===== src/rtl/d1s4035_serial_rx.sv =====
// Framed serial receiver for the d1s4035 function: collects {a,b,c} between start/stop bits,
// registers the word and d = a & b & ~c, and keeps good-frame and hit statistics.
module d1s4035_serial_rx #(
    parameter int CNT_W = 8
) (
    input  logic             clk,
    input  logic             rst_n,
    input  logic             rx_bit,
    input  logic             rx_valid,
    input  logic             clr_cnt,
    output logic [2:0]       abc,
    output logic             d,
    output logic             frame_valid,
    output logic             frame_err,
    output logic             busy,
    output logic [CNT_W-1:0] frame_cnt,
    output logic [CNT_W-1:0] hit_cnt
);

    typedef enum logic [1:0] {
        IDLE = 2'd0,
        DATA = 2'd1,
        STOP = 2'd2
    } state_t;

    state_t     state;
    logic [1:0] idx;
    logic [2:0] sh;
    logic       good_frame;

    function automatic logic eval_d(input logic [2:0] w);
        return w[2] & w[1] & ~w[0];
    endfunction

    function automatic logic [CNT_W-1:0] sat_inc(input logic [CNT_W-1:0] v);
        return (&v) ? v : v + CNT_W'(1);
    endfunction

    // By the time STOP is reached, sh already holds the complete {a,b,c} word.
    assign good_frame = (state == STOP) && rx_valid && rx_bit;

    always_ff @(posedge clk) begin
        if (!rst_n) begin
            state       <= IDLE;
            idx         <= 2'd0;
            sh          <= 3'b000;
            abc         <= 3'b000;
            d           <= 1'b0;
            frame_valid <= 1'b0;
            frame_err   <= 1'b0;
            busy        <= 1'b0;
        end else begin
            frame_valid <= 1'b0;
            frame_err   <= 1'b0;
            case (state)
                IDLE: begin
                    if (rx_valid && !rx_bit) begin
                        state <= DATA;
                        idx   <= 2'd0;
                        busy  <= 1'b1;
                    end
                end
                DATA: begin
                    if (rx_valid) begin
                        sh  <= {sh[1:0], rx_bit};
                        idx <= idx + 2'd1;
                        if (idx == 2'd2) begin
                            state <= STOP;
                        end
                    end
                end
                STOP: begin
                    // A zero stop bit returns to IDLE without being taken as a new start bit.
                    if (rx_valid) begin
                        state <= IDLE;
                        busy  <= 1'b0;
                        if (rx_bit) begin
                            abc         <= sh;
                            d           <= eval_d(sh);
                            frame_valid <= 1'b1;
                        end else begin
                            frame_err <= 1'b1;
                        end
                    end
                end
                default: begin
                    state <= IDLE;
                    busy  <= 1'b0;
                end
            endcase
        end
    end

    // Clear has priority over a coinciding good frame; the word still updates above.
    always_ff @(posedge clk) begin
        if (!rst_n) begin
            frame_cnt <= '0;
            hit_cnt   <= '0;
        end else if (clr_cnt) begin
            frame_cnt <= '0;
            hit_cnt   <= '0;
        end else if (good_frame) begin
            frame_cnt <= frame_cnt + CNT_W'(1);
            if (eval_d(sh)) begin
                hit_cnt <= sat_inc(hit_cnt);
            end
        end
    end

endmodule

===== config.mk =====
export PLATFORM = sky130hd
export DESIGN_NAME = d1s4035_serial_rx
export DESIGN_NICKNAME = d
export VERILOG_FILES = /design/src/rtl/d1s4035_serial_rx.sv
export SDC_FILE = /design/constraint.sdc
export NUM_CORES = 1
export LEC_CHECK = 0
export ABC_AREA = 1
export BUFFER_PORTS_ARGS = -buffer_cell sky130_fd_sc_hd__buf_2
export CORE_ASPECT_RATIO = 1.2
export CORE_UTILIZATION = 57
export DETAILED_ROUTE_END_ITERATION = 10
export PLACE_DENSITY = 0.86
export SETUP_SLACK_MARGIN = 0.5
export SKIP_LAST_GASP = 1
export SYNTH_ARGS = -nofsm -noshare
export SYNTH_HDL_FRONTEND = slang
export SYNTH_SLANG_ARGS = --single-unit

===== constraint.sdc =====
create_clock -name clk -period 3.3 [get_ports clk]
set_input_delay 0.33 -clock clk [delete_from_list [all_inputs] [get_ports clk]]
set_output_delay 0.33 -clock clk [all_outputs]
set_load 0.005 [all_outputs]

# Yosys cells after proc, flatten, opt, wreduce, memory -nomap -nowiden
# Index checks and enable logic that the tools add are counted.
[op_classes]
n_mul = 0
div_mod_pow = 0
bitwise = 6
n_mux = 13
shift = 0
reduce_logical = 15
n_lt_le_gt_ge = 0
n_eq_ne = 7
add_sub_neg = 3
[ops]
columns = ["op", "n"]
rows = [
  ["adder 8 x 1 -> 8 bit (second input constant)", 2],
  ["AND reduction 3 bit", 5],
  ["two-way mux 2 bit", 6],
  ["inequality test 2 bit (second input constant)", 4],
  ["AND reduction 8 bit", 1],
  ["case mux 2 bit (3 select lines)", 1],
  ["equality test 2 bit (second input constant)", 2],
  ["two-way mux 1 bit", 4],
  ["NOT 1 bit", 4],
  ["case mux 2 bit (2 select lines)", 1],
  ["AND reduction 4 bit", 1],
  ["logical AND 1 bit", 3],
  ["case mux 1 bit (3 select lines)", 1],
  ["adder 2 x 1 -> 2 bit (second input constant)", 1],
  ["bitwise AND 1 bit", 2],
  ["equality test 2 x 1 -> 1 bit (second input constant)", 1],
  ["logical NOT 2 bit", 1],
  ["AND reduction 2 bit", 1],
  ["nonzero test 2 bit", 1],
  ["OR reduction 2 bit", 1],
  ["logical NOT 1 bit", 1],
]
[totals]
elab_cells = 54
memories = 0
output_inout_bits = 23
register_bits = 30
ramBits = 0
rom_bits = 0
latchBits = 0

# Longest topological paths before layout
# Gate-level depths: netlist (run 1).
[depth]
ltp_word = 4
depth_mapped = 8
depth_no_buf = 8

# Worst setup path after synthesis (run 1)
# OpenSTA, ideal clock, no wires.
[synth_path]
path_kind = "register to register"
startpoint = "register hit_cnt[0]"
endpoint = "register hit_cnt[5]"
setup_time_ns = 0.112
stages_incl_launch_ff = 9
path_slack_ns = 2.026
t_arrival_ns = 1.162
cell_sequence = "dfxtp_1 > ha_1 > nand2_1 > nor2_2 > nand2_2 > nand3_1 > nand2_1 > nand2_1 > nor2_1"
[synth_between]
elab_chain_cells = 3
elab_cells_between_ends = 4
cone_classes = "add/sub (1); bitwise (1); reduce/logical (2)"
[synth_lines]
columns = ["item", "line_no", "text"]
rows = [
  ["start: declaration", "17", "output logic [CNT_W-1:0] hit_cnt"],
  ["start signal: assignment", "105", "hit_cnt <= sat_inc(hit_cnt);"],
  ["parallel branches: the longest is 3 deep, another holds adder 8 x 1 -> 8 bit", "n/a", ""],
]
# Parallel ways; which one is timed is not known.
# A chain may end at the register's enable or synchronous reset.

# Worst setup path in the final report (run 1)
[layout_path]
startpoint = "register hit_cnt[1]"
endpoint = "register hit_cnt[5]"
# The elaborated chain is that of the path after synthesis.

==> results of run 1 <==
[sequential cells by signal (all words and copies together), names as in the netlist]
register,count
frame_cnt,8
busy,1
sh,3
hit_cnt,8
idx,2
abc,3
frame_valid,1
d,1
state,2
frame_err,1
[per-layer routing]
metal  vias up  track usage  routed length [µm]
li1        653            -                   -
met1       581        0.280                1200
met2        31        0.393                1390
met3         7       0.0817                 114
met4         0       0.0939                  44
met5         -            0                   0
[worst paths after layout]
check	from	to	cells after the start
max reg2reg	hit_cnt[1]	hit_cnt[5]	8
max	hit_cnt[1]	hit_cnt[5]	8
min	rst_n	idx[0]	3
min reg2reg	idx[0]	idx[0]	1
[critical path, cell delays in order, from the launching register on]
cell and delay (ns):
dfxtp_1 0.40, ha_1 0.21, nand2_1 0.07, nor2_2 0.18
nand2_2 0.11, nand3_1 0.16, nand2_1 0.08, nand2_1 0.07
nor2_1 0.04
[layout make-up]
cell class	instances	area [µm²]	share of cell area
multi-input cells	128	663	0.420
flip-flops and latches	30	601	0.380
repair buffers	27	135	0.0856
inverters	24	90.1	0.0571
clock buffers	6	51.3	0.0325
well taps	31	38.8	0.0246
[report_power, final]
part           internal, mW  total [mW]  switching [mW]
Combinational        0.0127      0.0400          0.0272
Clock                0.0958       0.213           0.117
Sequential            0.369       0.372         0.00369
Total                 0.477       0.625           0.148
[kinds of logic (layout without fill, tap and decap cells)]
group,after synthesis,count (layout),share of synthesized area
DFF,30,30,0.441
buffers and inverters,25,57,0.0717
xor gates and xnor gates,6,6,0.0386
adders and majority gates,3,3,0.0276
and+or+nand+nor,86,86,0.296
AOI/OAI and AO/OA,33,33,0.125
[cells in the mapped netlist, types with 2 or more instances]
| master | instances |
|---|---|
| nor2_1 | 18 |
| nand2_2 | 3 |
| nor2_4 | 2 |
| xor2_1 | 6 |
| a21oi_1 | 20 |
| dfxtp_1 | 30 |
| nor3_1 | 4 |
| nand4_1 | 2 |
| ha_1 | 3 |
| nor2_2 | 2 |
| nand3_1 | 8 |
| inv_1 | 21 |
| nand2_1 | 43 |
| inv_2 | 3 |
| o21ai_0 | 10 |
[metrics by stage]
stage          cell area, µm²  power [mW]  std cells  setup slack, ns
2_1_floorplan            1360       0.408        183             2.03
4_1_cts                  1580       0.630        246             1.89
3_3_place_gp             1530       0.419        240             1.94
3_5_place_dp             1530       0.421        240             1.88
5_1_grt                  1580       0.649        246             1.76
6_report                 1580       0.625        246             1.89
==> results.sh, run 1 <==
export IMPL_postCtsHoldBufs=0
export IMPL_drt_vias_per_instance=5.17
export IMPL_drt_initial_drc_count=34
export IMPL_cts_max_path_buffers=2
export IMPL_most_frequent_cells_in_the_layout="nand2_1 (43), dfxtp_1 (30), buf_2 (27)"
export IMPL_synth_seq_area_share=0.441
export IMPL_rsz0062_at_grt="false"
export IMPL_ir_worst_vdd_mv=0.317
export IMPL_timing_fmax_mhz=707
export IMPL_pwr_cell_area_nw_per_um2=396
export IMPL_vias=1272
export IMPL_setup_worst_path_class="reg2reg"
export IMPL_via_count_of_the_first_global_routing_pass=1174
export IMPL_status="finished clean"
export IMPL_initial_core_util=0.596
export IMPL_final_period_minus_worst_setup_slack_ns=1.41
export IMPL_std_cell_rows=19
export IMPL_overflow=0
export IMPL_post_synth_inst_count=183
export IMPL_clock_sinks=30
export IMPL_routed_wire_length_per_instance_um=11.2
export IMPL_final_max_slew_violation_count=0
export IMPL_core_region_area_um2=2280
export IMPL_drc_errors=0
export IMPL_critical_path_startpoint_type="flop"
export IMPL_finish_utilization=0.692
export IMPL_ff2ff_setup_slack_ns=1.89
export IMPL_whs_ns=0.276
export IMPL_synth_lib_cells_used_distinct=23
export IMPL_root_buffer="clkbuf_4"
export IMPL_min_delay_path_class="in2reg"
export IMPL_number_of_synthesized_flops_with_an_enable_pin=0
export IMPL_min_period_over_period=0.428
export IMPL_place_gp_congestion=0.843
export IMPL_mostFrequentLayoutCell="nand2_1"
export IMPL_antenna_found_initial=0
export IMPL_timing_max_slew_rel_slack=0.775
export IMPL_htree_levels=2
export IMPL_finalClockSkew_ns=0.00850
export IMPL_global_route_usage_total=0.241
export IMPL_post_synthesis_area_per_instance_um2=7.44
export IMPL_synth_top_cell_area_share=0.441
export IMPL_fraction_of_layout_cells_with_a_size_suffix_above_1=0.214
export IMPL_timing_final_setup_violations=0
export IMPL_post_cts_repair_setup_buffers=0
export IMPL_synth_net_count=191
export IMPL_port_buffer_count=27
export IMPL_synth_seq_cells=30
export IMPL_die_w_um=46.6
export IMPL_tritoncts="yes"
export IMPL_endpoint_type_of_the_worst_setup_path="flop"
export IMPL_grt_first_pass_wirelength_mm=4.63
export IMPL_count_of_inserted_antenna_diode_cells=0
export IMPL_drv_cap=0
export IMPL_postSynth_asyncResetShare=0
export IMPL_leakagePower_nw=0.715
export IMPL_nFillCells=217
export IMPL_drt_first_pass_iters=4
export IMPL_clock_latency_ns=0.33
export IMPL_synth_area_um2=1360
export IMPL_die_footprint_um2=2590
export IMPL_cts_resized_gates=0
export IMPL_final_net_count=224
export IMPL_drtAntennaViolNets=0
export IMPL_cts_inserted_buffers=5
export IMPL_num_io_pins=28
export IMPL_cts_reportedPaths_clkPinSlew_ns=0.09
export IMPL_post_synth_top_area_cell="dfxtp_1"
export IMPL_timing_critical_path_required_ns=3.53
export IMPL_route_final_wire_length_mm=2.74
export IMPL_finalSetupTns_ns=0
export IMPL_syn2layout_area_growth_pct=16.0
export IMPL_grt_start_max_net_pins=20
export IMPL_ys_flop_type="dfxtp_1"
export IMPL_yosys_warnings=0
export IMPL_cp_max_fo=4
export IMPL_hpwl_after_detailed_placement_mm=2.04
export IMPL_cp_arrival_ns=1.64
export IMPL_die_height_um=55.5
export IMPL_yosys_top_cells_area="dfxtp_1 (44%), nand2_1 (12%), a21oi_1 (7.4%)"
export IMPL_report_final_hold_viol_count=0
export IMPL_max_slew_worst_pin_slew_ns=0.335
(Power assumes the default switching activity.)
==> inputs of run 2 (changes only) <==
CORE_UTILIZATION = 48   (was 57)
PLACE_DENSITY = 0.77   (was 0.86)
clock period = 1.3 ns   (was 3.3 ns; I/O delays follow)
==> run 2 against run 1 <==
The run now ends with setup timing left. Hold slack got worse by 0.20 ns. Sequential power grew to 2.5 times the previous value. Cell count increased by 15%. Count of clock-buffer cells in the layout is 1 higher. Sequential cell count unchanged. Via count increased by 23%. Clock power increased to 2.8 times the previous value. Combinational power rose to 5.0 times the previous value. Fmax grew 7.7%. Sequential share of layout area decreased by 8.8 points. Routed wire length up 65%.
==> results.sh, run 2 (synthesis gave the netlist of run 1 again) <==
export IMPL_status="finished, violations left"
export IMPL_violations="setup timing"
export IMPL_routed_wire_length_per_instance_um=16.0
export IMPL_count_of_inserted_antenna_diode_cells=0
export IMPL_tritoncts="yes"
export IMPL_cp_max_fo=4
export IMPL_seqPwrFrac=0.542
export IMPL_worst_hold_path_endpoint="frame_cnt[6]"
export IMPL_vias=1562
export IMPL_initial_core_util=0.523
export IMPL_place_gp_congestion=0.747
export IMPL_drtAntennaViolNets=0
export IMPL_antenna_found_initial=0
export IMPL_largestRegisters="frame_cnt: 8 flops, hit_cnt: 8 flops"
export IMPL_finish_utilization=0.849
export IMPL_cts_inserted_buffers=5
export IMPL_switchingPower_mw=0.468
export IMPL_timing_critical_path_required_ns=1.57
export IMPL_nFillCells=149
export IMPL_endpoint_type_of_the_worst_setup_path="flop"
export IMPL_clock_latency_ns=0.34
export IMPL_die_w_um=50.6
export IMPL_global_route_usage_total=0.251
export IMPL_num_io_pins=28
export IMPL_dpl_cell_area_um2=1630
export IMPL_report_final_hold_viol_count=0
export IMPL_layout_cell_area_non_filler_um2=2210
export IMPL_r2r_cells=7
export IMPL_std_cell_rows=20
export IMPL_min_period_over_period=1.01
export IMPL_htree_levels=2
export IMPL_syn2layout_area_growth_pct=62.3
export IMPL_timing_final_ws_setup_ns=-0.0123
export IMPL_drt_first_pass_iters=4
export IMPL_clock_power_share=0.343
export IMPL_cts_reportedPaths_clkPinSlew_ns=0.09
export IMPL_power_share_combinational=0.116
export IMPL_cp_arrival_ns=1.58
export IMPL_sw_frac_of_total=0.269
export IMPL_reg2reg_from="hit_cnt[0]"
export IMPL_critical_path_reg2reg_endpoint="hit_cnt[5]"
export IMPL_grt_first_pass_wirelength_mm=5.76
export IMPL_root_buffer="clkbuf_4"
export IMPL_min_delay_path_class="in2reg"
export IMPL_whs_path_depth=4
export IMPL_timing_fmax_mhz=762
export IMPL_rsz0062_at_grt="true"
export IMPL_critical_path_startpoint_type="flop"
export IMPL_most_frequent_cells_in_the_layout="nand2_1 (34), buf_6 (23), buf_4 (20)"
export IMPL_grt_start_max_net_pins=10
export IMPL_final_max_slew_violation_count=0
export IMPL_setup_worst_path_class="reg2reg"
export IMPL_mostFrequentLayoutCell="nand2_1"
export IMPL_finalSetupTns_ns=-0.0123
export IMPL_ir_worst_vdd_mv=0.891
export IMPL_core_region_area_um2=2600
export IMPL_timing_max_slew_rel_slack=0.824
export IMPL_overflow=0
export IMPL_pwr_cell_area_nw_per_um2=786
export IMPL_die_height_um=60.3
export IMPL_drc_errors=0
export IMPL_intPower_mw=1.27
export IMPL_hpwl_after_detailed_placement_mm=2.16
export IMPL_leakagePower_nw=1.01
export IMPL_final_net_count=258
export IMPL_min_delay_start="clr_cnt"
export IMPL_route_final_wire_length_mm=4.54
export IMPL_finalClockSkew_ns=0.00422
export IMPL_drv_cap=0
export IMPL_port_buffer_count=27
export IMPL_final_period_minus_worst_setup_slack_ns=1.31
export IMPL_drt_initial_drc_count=82
export IMPL_post_layout_total_power_mw=1.74
export IMPL_via_count_of_the_first_global_routing_pass=1371
export IMPL_max_slew_worst_pin_slew_ns=0.263
export IMPL_cts_max_path_buffers=2
export IMPL_clock_sinks=30
export IMPL_timing_final_setup_violations=1
export IMPL_drt_vias_per_instance=5.50
export IMPL_die_footprint_um2=3050
export IMPL_ff2ff_setup_slack_ns=-0.01
export IMPL_fraction_of_layout_cells_with_a_size_suffix_above_1=0.566
run 2: metal layers:
metal | GRT usage | share of wire
met1 | 0.271 | 0.36
met2 | 0.461 | 0.54
met3 | 0.0652 | 0.058
met4 | 0.119 | 0.041
met5 | 0 | 0
run 2: worst max path at each step:
stage	end	cells past startpoint	slack [ns]	startpoint
floorplan	hit_cnt[5]	8	0.17	hit_cnt[1]
global placement	frame_cnt[6]	8	0.08	state[0]
detailed placement	hit_cnt[7]	7	0.02	state[0]
CTS	hit_cnt[4]	8	0.03	hit_cnt[0]
global route	hit_cnt[5]	7	-0.07	hit_cnt[0]
finish	hit_cnt[5]	7	-0.01	hit_cnt[0]
run 2: worst max-delay path, stage by stage, from the launching register on:
cell     delay (ns)
dfxtp_4        0.37
buf_4          0.11
buf_6          0.10
nand3_1        0.13
nor2_1         0.15
xor2_1         0.18
nor2_1         0.08
nor2_1         0.12
run 2: what timing repair did:
item | CTS | global route
endpoints found under the hold margin | 0 | 0
setup buffers | 21 | 10
hold buffers | 0 | 0
pin swaps | 15 | 11
endpoints found under the setup margin | 52 | 53
cloned | 0 | 0
resized for setup | 45 | 41
run 2: power groups by stage:
stage	sequential [mW]	combinational [mW]	clock [mW]
floorplan	0.964	0.0808	0
global route	0.942	0.214	0.636
detailed placement	0.965	0.114	0
finish	0.941	0.201	0.595
global placement	0.964	0.109	0
CTS	0.941	0.157	0.586
run 2: layout make-up:
cell class	count	area (µm²)	share of cell area
Clock buffer	7	55.1	0.0249
Clock inverter	1	5.00	0.00227
Inverter	24	95.1	0.0430
Multi-Input combinational cell	128	852	0.386
Sequential cell	30	647	0.293
Tap cell	33	41.3	0.0187
Timing Repair Buffer	61	514	0.233
run 2: metrics by stage:
step	worst slack (ns)	hold WS, ns	instances
after floorplan	0.175	0.253	183
after global placement	0.0820	0.415	245
after detailed placement	0.0227	0.429	245
after CTS	0.0332	0.0741	274
after global routing	-0.0699	0.0823	284
final	-0.0123	0.0785	284
